==> config.mk <==
export PLATFORM = sky130hd
export DESIGN_NAME = brightness_plane_sequencer
export DESIGN_NICKNAME = d
export VERILOG_FILES = /design/src/rtl/brightness_plane_sequencer.sv
export SDC_FILE = /design/constraint.sdc
export NUM_CORES = 1
export LEC_CHECK = 0
export CAP_MARGIN = 25
export CORE_MARGIN = 2
export CORE_UTILIZATION = 25
export DETAILED_ROUTE_END_ITERATION = 8
export PLACE_DENSITY = 0.56
export SETUP_SLACK_MARGIN = 0.15
export SYNTH_ARGS = -nofsm -noshare
export SYNTH_HDL_FRONTEND = slang
export SYNTH_SLANG_ARGS = --single-unit
==> constraint.sdc <==
create_clock -name clk_in -period 1.32 [get_ports clk_in]
set_input_delay 0.198 -clock clk_in [delete_from_list [all_inputs] [get_ports clk_in]]
set_output_delay 0.198 -clock clk_in [all_outputs]
set_load 0.005 [all_outputs]
==> src/rtl/brightness_plane_sequencer.sv <==
// rtl/brightness_plane_sequencer.sv - bit-plane/row scan sequencer feeding brightness_timeout
// Shifts each plane MSB->LSB per row, then latches it once the previous plane's window allows.

package params_pkg;
  localparam int BRIGHTNESS_LEVELS = 8;
endpackage

module brightness_plane_sequencer #(
  parameter int BRIGHTNESS_LEVELS = params_pkg::BRIGHTNESS_LEVELS,
  parameter int PIXEL_ROWS        = 16,
  parameter int ROW_BITS          = $clog2(PIXEL_ROWS)
) (
  input  logic                         clk_in,
  input  logic                         reset,
  input  logic                         enable,
  output logic                         shift_start,
  input  logic                         shift_done,
  output logic [BRIGHTNESS_LEVELS-1:0] shift_mask,
  output logic [ROW_BITS-1:0]          shift_row,
  input  logic                         output_enable,
  input  logic                         exceeded_overlap_time,
  output logic                         row_latch,
  output logic [BRIGHTNESS_LEVELS-1:0] brightness_mask_active,
  output logic [ROW_BITS-1:0]          row_address,
  output logic                         frame_done,
  output logic                         busy
);

  localparam logic [BRIGHTNESS_LEVELS-1:0] MASK_MSB =
    BRIGHTNESS_LEVELS'(1) << (BRIGHTNESS_LEVELS - 1);
  localparam logic [ROW_BITS-1:0] ROW_LAST = ROW_BITS'(PIXEL_ROWS - 1);

  typedef enum logic [2:0] {
    IDLE,
    SHIFT,
    SHIFT_WAIT,
    DISPLAY_WAIT,
    LATCH
  } state_t;

  state_t state;
  state_t state_next;

  always_ff @(posedge clk_in) begin
    if (reset) begin
      state <= IDLE;
    end else begin
      state <= state_next;
    end
  end

  always_comb begin
    state_next = state;
    case (state)
      IDLE:         if (enable) state_next = SHIFT;
      SHIFT:        state_next = SHIFT_WAIT;
      SHIFT_WAIT:   if (shift_done) state_next = DISPLAY_WAIT;
      // Previous plane must have met its minimum on-time, or already be dark.
      DISPLAY_WAIT: if (exceeded_overlap_time || !output_enable) state_next = LATCH;
      LATCH:        state_next = enable ? SHIFT : IDLE;
      default:      state_next = IDLE;
    endcase
  end

  // Outputs decode the state being entered so they line up with that state.
  always_ff @(posedge clk_in) begin
    if (reset) begin
      shift_start            <= 1'b0;
      row_latch              <= 1'b0;
      frame_done             <= 1'b0;
      busy                   <= 1'b0;
      brightness_mask_active <= '0;
      row_address            <= '0;
      shift_row              <= '0;
      shift_mask             <= MASK_MSB;
    end else begin
      shift_start <= (state_next == SHIFT);
      row_latch   <= (state_next == LATCH);
      busy        <= (state_next != IDLE);
      frame_done  <= (state_next == LATCH) && shift_mask[0] && (shift_row == ROW_LAST);
      if (state_next == LATCH) begin
        brightness_mask_active <= shift_mask;
        row_address            <= shift_row;
      end
      // Pointer advances on the edge leaving LATCH; it is kept while parked in IDLE.
      if (state == LATCH) begin
        if (shift_mask[0]) begin
          shift_mask <= MASK_MSB;
          shift_row  <= (shift_row == ROW_LAST) ? '0 : shift_row + ROW_BITS'(1);
        end else begin
          shift_mask <= shift_mask >> 1;
        end
      end
    end
  end

endmodule

==> flow_metrics.env, run 1 <==
export IMPL_layout_area_overhead_vs_synth_pct=56.7
export IMPL_synth_edff_count=0
export IMPL_wire_per_inst_um=11.1
export IMPL_placedCellCount=247
export IMPL_dp_hpwl_um=1900
export IMPL_netlist_area_leader_share_pct=47.5
export IMPL_synthesized_area_um2=1310
export IMPL_dieWidth_um=76.3
export IMPL_ys_flop_type="sky130_fd_sc_hd__dfxtp_1"
export IMPL_num_vias=1099
export IMPL_worst_clock_skew_ns=0.00856
export IMPL_synth_net_count=146
export IMPL_count_of_state_elements_after_synthesis=31
export IMPL_setup_worst_path_end="shift_row[3]"
export IMPL_drv_max_cap_violation_count=0
export IMPL_holdCritStartpoint="exceeded_overlap_time"
export IMPL_initial_antenna_violation_count=0
export IMPL_worstRegToRegCells=3
export IMPL_grt_first_pass_wirelength_um=5000
export IMPL_layout_cells_non_filler=260
export IMPL_clk_root_buffer_cell="sky130_fd_sc_hd__clkbuf_8"
export IMPL_yosysTopAreaCell="sky130_fd_sc_hd__dfxtp_1"
export IMPL_first_global_vias=1131
export IMPL_clk_path_buf_depth=2
export IMPL_final_setup_viol_count=0
export IMPL_port_buffers=33
export IMPL_boundaryPins=34
export IMPL_total_power_w=0.00208
export IMPL_worstMarginPinSlew_ns=0.205
export IMPL_cp_max_fo=5
export IMPL_drt_pass1_iterations=3
export IMPL_final_cell_area_um2=2050
export IMPL_yosysWarningCount=0
export IMPL_static_leakage_power_nw=0.867
export IMPL_ys_top_cells_by_area="sky130_fd_sc_hd__dfxtp_1, sky130_fd_sc_hd__nand2b_1, sky130_fd_sc_hd__mux2i_1"
export IMPL_gr_usage_all_layers_pct=10.6
export IMPL_r2r_start="state[0]"
export IMPL_dr_iter_0_viols=60
export IMPL_cp_end_kind="flip-flop"
export IMPL_seq_area_um2=651
export IMPL_die_area_um2=5820
export IMPL_status="finished clean"
export IMPL_setup_repair_after_global_routing_missed_its_margin="true"
export IMPL_clock_sinks=31
export IMPL_rrSetupSlack_ns=0.14
export IMPL_insertion_delay_ns=0.28
export IMPL_numCtsBuffers=5
export IMPL_synth_yosys_seq_area_share_pct=47.5
export IMPL_critPathRequiredTime_ns=1.51
export IMPL_fill_cells=519
export IMPL_clkTransAtPathRegs_ns=0.06
export IMPL_clock_tree_htree_level_count=2
export IMPL_share_of_final_layout_standard_cells_stronger_than_drive_strength_1_pct=31.1
export IMPL_core_area_um2=5070
export IMPL_layout_commonest_cell="sky130_fd_sc_hd__dlygate4sd2_1"
export IMPL_antenna_violating_nets_left=0
export IMPL_layout_min_cycle_time_ns=1.18
export IMPL_setup_worst_path_start_class="flip-flop"
export IMPL_final_net_count=196
export IMPL_final_hold_viol_count=0
export IMPL_critPathKind="flip-flop to flip-flop"
export IMPL_postLayoutCoreUtil_pct=40.4
export IMPL_fmax_mhz=847
export IMPL_crit_arrival_ns=1.37
export IMPL_ys_types=29
export IMPL_clock_tree_from_tritoncts="done"
export IMPL_ys_async_sr_fraction_pct=0
export IMPL_antenna_diode_count=0
export IMPL_vias_per_cell=4.23
export IMPL_critical_path_startpoint="state[0]"
export IMPL_detail_route_drc_violations=0
export IMPL_place_area_um2=1820
export IMPL_synth_area_per_cell_um2=9.41
export IMPL_worst_ir_drop_vdd_uv=623
export IMPL_max_slew_margin_rel_pct=86.1
export IMPL_wl_um=2900
export IMPL_floorplan_initialDensity_pct=25.8
export IMPL_report_final_slew_viol_count=0
export IMPL_standard_cell_row_count=26
export IMPL_timing_rr_end="shift_row[3]"
export IMPL_place_gp_congestion=0.742
export IMPL_timing_final_crit_share_pct=89.4
export IMPL_power_density_nw_per_um2=1010
export IMPL_worstHoldPathType="input port to flip-flop"
export IMPL_netlist_instances=139
export IMPL_pin_count_of_the_biggest_net_entering_global_routing=44
export IMPL_grt_overflow_total=0
export IMPL_ctsHoldBuffers=0
export IMPL_die_height_um=76.3
export IMPL_most_common_layout_cells="sky130_fd_sc_hd__dlygate4sd2_1, sky130_fd_sc_hd__nand2b_1, sky130_fd_sc_hd__buf_4"
export IMPL_multi_input_area_um2=697
-- area by class of cell --
type                    count  share of cell area (%)
multi-input cells          96                    34.0
flip-flops and latches     31                    31.8
repair buffers             54                    24.0
well taps                  70                    4.28
clock buffers               6                    4.03
clock inverters             2                    1.71
inverters                   1                   0.183
-- routing by layer --
| layer | global-route usage, % | part of all wire (%) | wire [um] |
|---|---|---|---|
| met1 | 13.3 | 49 | 1410 |
| met3 | 3.08 | 5.3 | 154 |
| met5 | 0 | 0 | 0 |
| met2 | 17.3 | 45 | 1300 |
| met4 | 3.82 | 1.2 | 35 |
-- worst max-delay path, cell delays in order, from the launching register on --
cell and delay [ns]:
sky130_fd_sc_hd__dfxtp_4 0.36, sky130_fd_sc_hd__nand4bb_4 0.22, sky130_fd_sc_hd__or3_1 0.32, sky130_fd_sc_hd__a31oi_1 0.20
-- Yosys cell counts (3+ instances only) --
cell type,n
sky130_fd_sc_hd__clkbuf_1,6
sky130_fd_sc_hd__nor2_1,6
sky130_fd_sc_hd__or3_1,3
sky130_fd_sc_hd__dfxtp_1,31
sky130_fd_sc_hd__mux2i_1,13
sky130_fd_sc_hd__nand3b_1,8
sky130_fd_sc_hd__nand2_1,12
sky130_fd_sc_hd__a21oi_1,11
sky130_fd_sc_hd__nand2b_1,24
-- cells by family after synthesis --
logic type	synth area share (%)
AO/OA/AOI/OAI	6.79
adder cells (fa/ha/maj)	0.957
buffers and inverters	4.78
flip-flops	47.5
multiplexers	9.95
AND/OR/NAND/NOR	30.0
-- worst min-delay path by stage --
stage / depth (start not counted) / end
2_1_floorplan: 2 / busy
6_report: 5 / state[0]
5_1_grt: 5 / state[0]
3_5_place_dp: 2 / brightness_mask_active[7]
4_1_cts: 2 / shift_mask[5]
3_3_place_gp: 2 / brightness_mask_active[4]
-- power breakdown --
part           leakage, nW  total, W  internal, W  switching, W
clock               0.0612  0.000959     0.000610      0.000348
sequential           0.260  0.000960     0.000949     0.0000108
combinational        0.546  0.000160    0.0000941     0.0000661
-- state kept, by name (all words and copies together) (netlist names) --
register and flops:
row_latch 1, frame_done 1, busy 1, shift_start 1
shift_mask 8, state 3, brightness_mask_active 8, row_address 4
shift_row 4
-- timing repair --
action,in CTS,in global routing
pin swaps,2,7
setup buffers,5,0
gates resized for setup,55,10
endpoints found under the setup margin,51,21
-- metrics by stage --
stage | setup slack [ns] | TNS, ns | hold slack (ns)
2_1_floorplan | 0.104 | 0 | 0.349
3_3_place_gp | -0.170 | -1.67 | 0.460
3_5_place_dp | -0.202 | -1.79 | 0.465
4_1_cts | 0.155 | 0 | 0.474
5_1_grt | 0.0881 | 0 | 0.447
6_report | 0.140 | 0 | 0.414
(Power assumes the default switching activity.)
==> run 2, diff against run 1 <==
--- a/config.mk
+++ b/config.mk
@@ -6,6 +6,7 @@
 export NUM_CORES = 1
 export LEC_CHECK = 0
 export CAP_MARGIN = 25
+export CORE_ASPECT_RATIO = 1.75
 export CORE_MARGIN = 2
 export CORE_UTILIZATION = 25
 export DETAILED_ROUTE_END_ITERATION = 8
==> run 2 against run 1 <==
The run now ends with design-rule violations left. Design area is 1.0% higher. Cell count fell by 5.4%. Routed wire length grew 7.3%. Core utilization grew 0.87 points. First-iteration DRC count decreased by 70%. Non-clock buffer count grew 4. Sequential share of layout area decreased by 0.33 points. Power decreased by 13%. Critical path depth is 1 higher. Clock skew shrank 0.0062 ns. Critical path type unchanged. Highest routed layer unchanged.
==> flow_metrics.env, run 2 (synthesis gave the netlist of run 1 again) <==
export IMPL_setup_repair_after_global_routing_missed_its_margin="true"
export IMPL_hold_worst_slack_ns=0.415
export IMPL_registers_with_the_highest_flip_flop_counts="brightness_mask_active (8), shift_mask (8)"
export IMPL_final_hold_viol_count=0
export IMPL_floorplan_initialDensity_pct=26.0
export IMPL_first_global_vias=1055
export IMPL_boundaryPins=34
export IMPL_antenna_violating_nets_left=0
export IMPL_port_buffers=33
export IMPL_cp_end_kind="flip-flop"
export IMPL_clk_root_buffer_cell="sky130_fd_sc_hd__clkbuf_8"
export IMPL_ctsHoldBuffers=0
export IMPL_dr_iter_0_viols=18
export IMPL_crit_slowest_cell="sky130_fd_sc_hd__or3b_4"
export IMPL_place_gp_congestion=0.671
export IMPL_dp_hpwl_um=2000
export IMPL_share_of_final_layout_standard_cells_stronger_than_drive_strength_1_pct=32.8
export IMPL_worst_ir_drop_vdd_uv=401
export IMPL_drv_max_cap_violation_count=0
export IMPL_fmax_mhz=824
export IMPL_wl_um=3110
export IMPL_clock_tree_htree_level_count=2
export IMPL_final_net_count=200
export IMPL_clock_sinks=31
export IMPL_holdCritStartpoint="exceeded_overlap_time"
export IMPL_power_density_nw_per_um2=872
export IMPL_vias_per_cell=4.61
export IMPL_critical_path_buf_inv_count=1
export IMPL_layout_area_overhead_vs_synth_pct=58.3
export IMPL_tns_ns=0
export IMPL_clk_path_buf_depth=2
export IMPL_numCtsBuffers=5
export IMPL_worst_clock_skew_ns=0.00231
export IMPL_detail_route_drc_violations=3
export IMPL_final_cell_area_um2=2070
export IMPL_critical_path_startpoint="state[0]"
export IMPL_static_leakage_power_nw=0.894
export IMPL_setup_worst_path_start_class="flip-flop"
export IMPL_pin_count_of_the_biggest_net_entering_global_routing=40
export IMPL_crit_arrival_ns=1.37
export IMPL_violated_checks="design-rule violations"
export IMPL_layout_commonest_cell="sky130_fd_sc_hd__dlygate4sd2_1"
export IMPL_drt_pass1_iterations=6
export IMPL_status="complete, but fails checks"
export IMPL_grt_overflow_total=0
export IMPL_worstHoldPathType="input port to flip-flop"
export IMPL_biggest_cell_delay_along_the_critical_path_ns=0.47
export IMPL_gr_usage_all_layers_pct=11.0
export IMPL_standard_cell_row_count=34
export IMPL_dieWidth_um=58.7
export IMPL_worstMarginPinSlew_ns=0.298
export IMPL_die_height_um=99.7
export IMPL_critPathKind="flip-flop to flip-flop"
export IMPL_path_delay_family="simple AND/OR/NAND/NOR gates"
export IMPL_crit_chain="buf_6, or3b_4, nand2_2, nand3b_1"
export IMPL_report_final_slew_viol_count=0
export IMPL_clkTransAtPathRegs_ns=0.06
export IMPL_max_slew_margin_rel_pct=80.1
export IMPL_initial_antenna_violation_count=0
export IMPL_clock_tree_from_tritoncts="done"
export IMPL_final_setup_viol_count=0
export IMPL_dp_slack_ns=-0.201
export IMPL_num_vias=1135
export IMPL_critPathRequiredTime_ns=1.48
export IMPL_cp_max_fo=8
export IMPL_total_power_w=0.00180
export IMPL_timing_final_crit_share_pct=91.9
export IMPL_r2r_start="state[0]"
export IMPL_antenna_diode_count=0
export IMPL_most_common_layout_cells="sky130_fd_sc_hd__dlygate4sd2_1, sky130_fd_sc_hd__nand2b_1, sky130_fd_sc_hd__dfxtp_1"
export IMPL_die_area_um2=5850
export IMPL_insertion_delay_ns=0.27
export IMPL_place_area_um2=1820
export IMPL_finalWorstSetupSlack_ns=0.107
export IMPL_layout_min_cycle_time_ns=1.21
export IMPL_wire_per_inst_um=12.6
export IMPL_core_area_um2=5020
export IMPL_grt_first_pass_wirelength_um=4890
run 2: changes by cell type in the layout (fill, tap and decap cells not counted), sizes merged:
cell,change
dlymetal6s2s,+1
dlygate4sd2,-1
clkbuf,+1
clkinv,-1
clkdlybuf4s15,+1
buf,+3
bufinv,-1
clkdlybuf4s50,-1
run 2: per-stage QoR:
stage	utilization [%]	cells
6_report	41.2	246
5_1_grt	41.2	246
4_1_cts	38.8	243
3_5_place_dp	36.2	233
3_3_place_gp	36.2	233
2_1_floorplan	-	139
run 2: power by group:
part / internal (W) / switching, W
registers: 0.000945 / 0.0000121
clock network: 0.000351 / 0.000323
logic: 0.000101 / 0.0000722
total: 0.00140 / 0.000407
run 2: per-layer routing:
metal	vias to the layer above	part of all wire [%]	GRT usage, %
li1	579	-	-
met1	528	40	11.9
met2	22	55	19.4
met3	6	3.3	2.73
met4	0	2.1	5.24
met5	-	0	0
run 2: layout make-up:
cell class,count,area [um^2]
clock buffers,6,72.6
repair buffers,58,551
flip-flops and latches,31,651
inverters,1,3.75
fillers,523,2950
well taps,54,67.6
multi-input cells,96,724
run 2: path summary, 6_finish.rpt:
check / end / slack (ns) / cells after the start
setup reg to reg: shift_mask[7] / 0.11 / 4
hold reg to reg: brightness_mask_active[2] / 0.47 / 2
setup / recovery: shift_mask[7] / 0.11 / 4
hold / removal: state[0] / 0.41 / 5
run 2: worst reg2reg max path: cells and delay by family, from the launching register on:
kind                   cells  cell delay, ns
buffers and inverters      1            0.13
flip-flops                 1            0.36
AND/OR/NAND/NOR            3            0.62
run 2: what timing repair did:
item / 4_1_cts / 5_1_grt
endpoints found under the setup margin: 45 / 25
cloned: 0 / 1
buffers inserted: 4 / 2
gates resized for setup: 50 / 25
pin swaps: 1 / 12
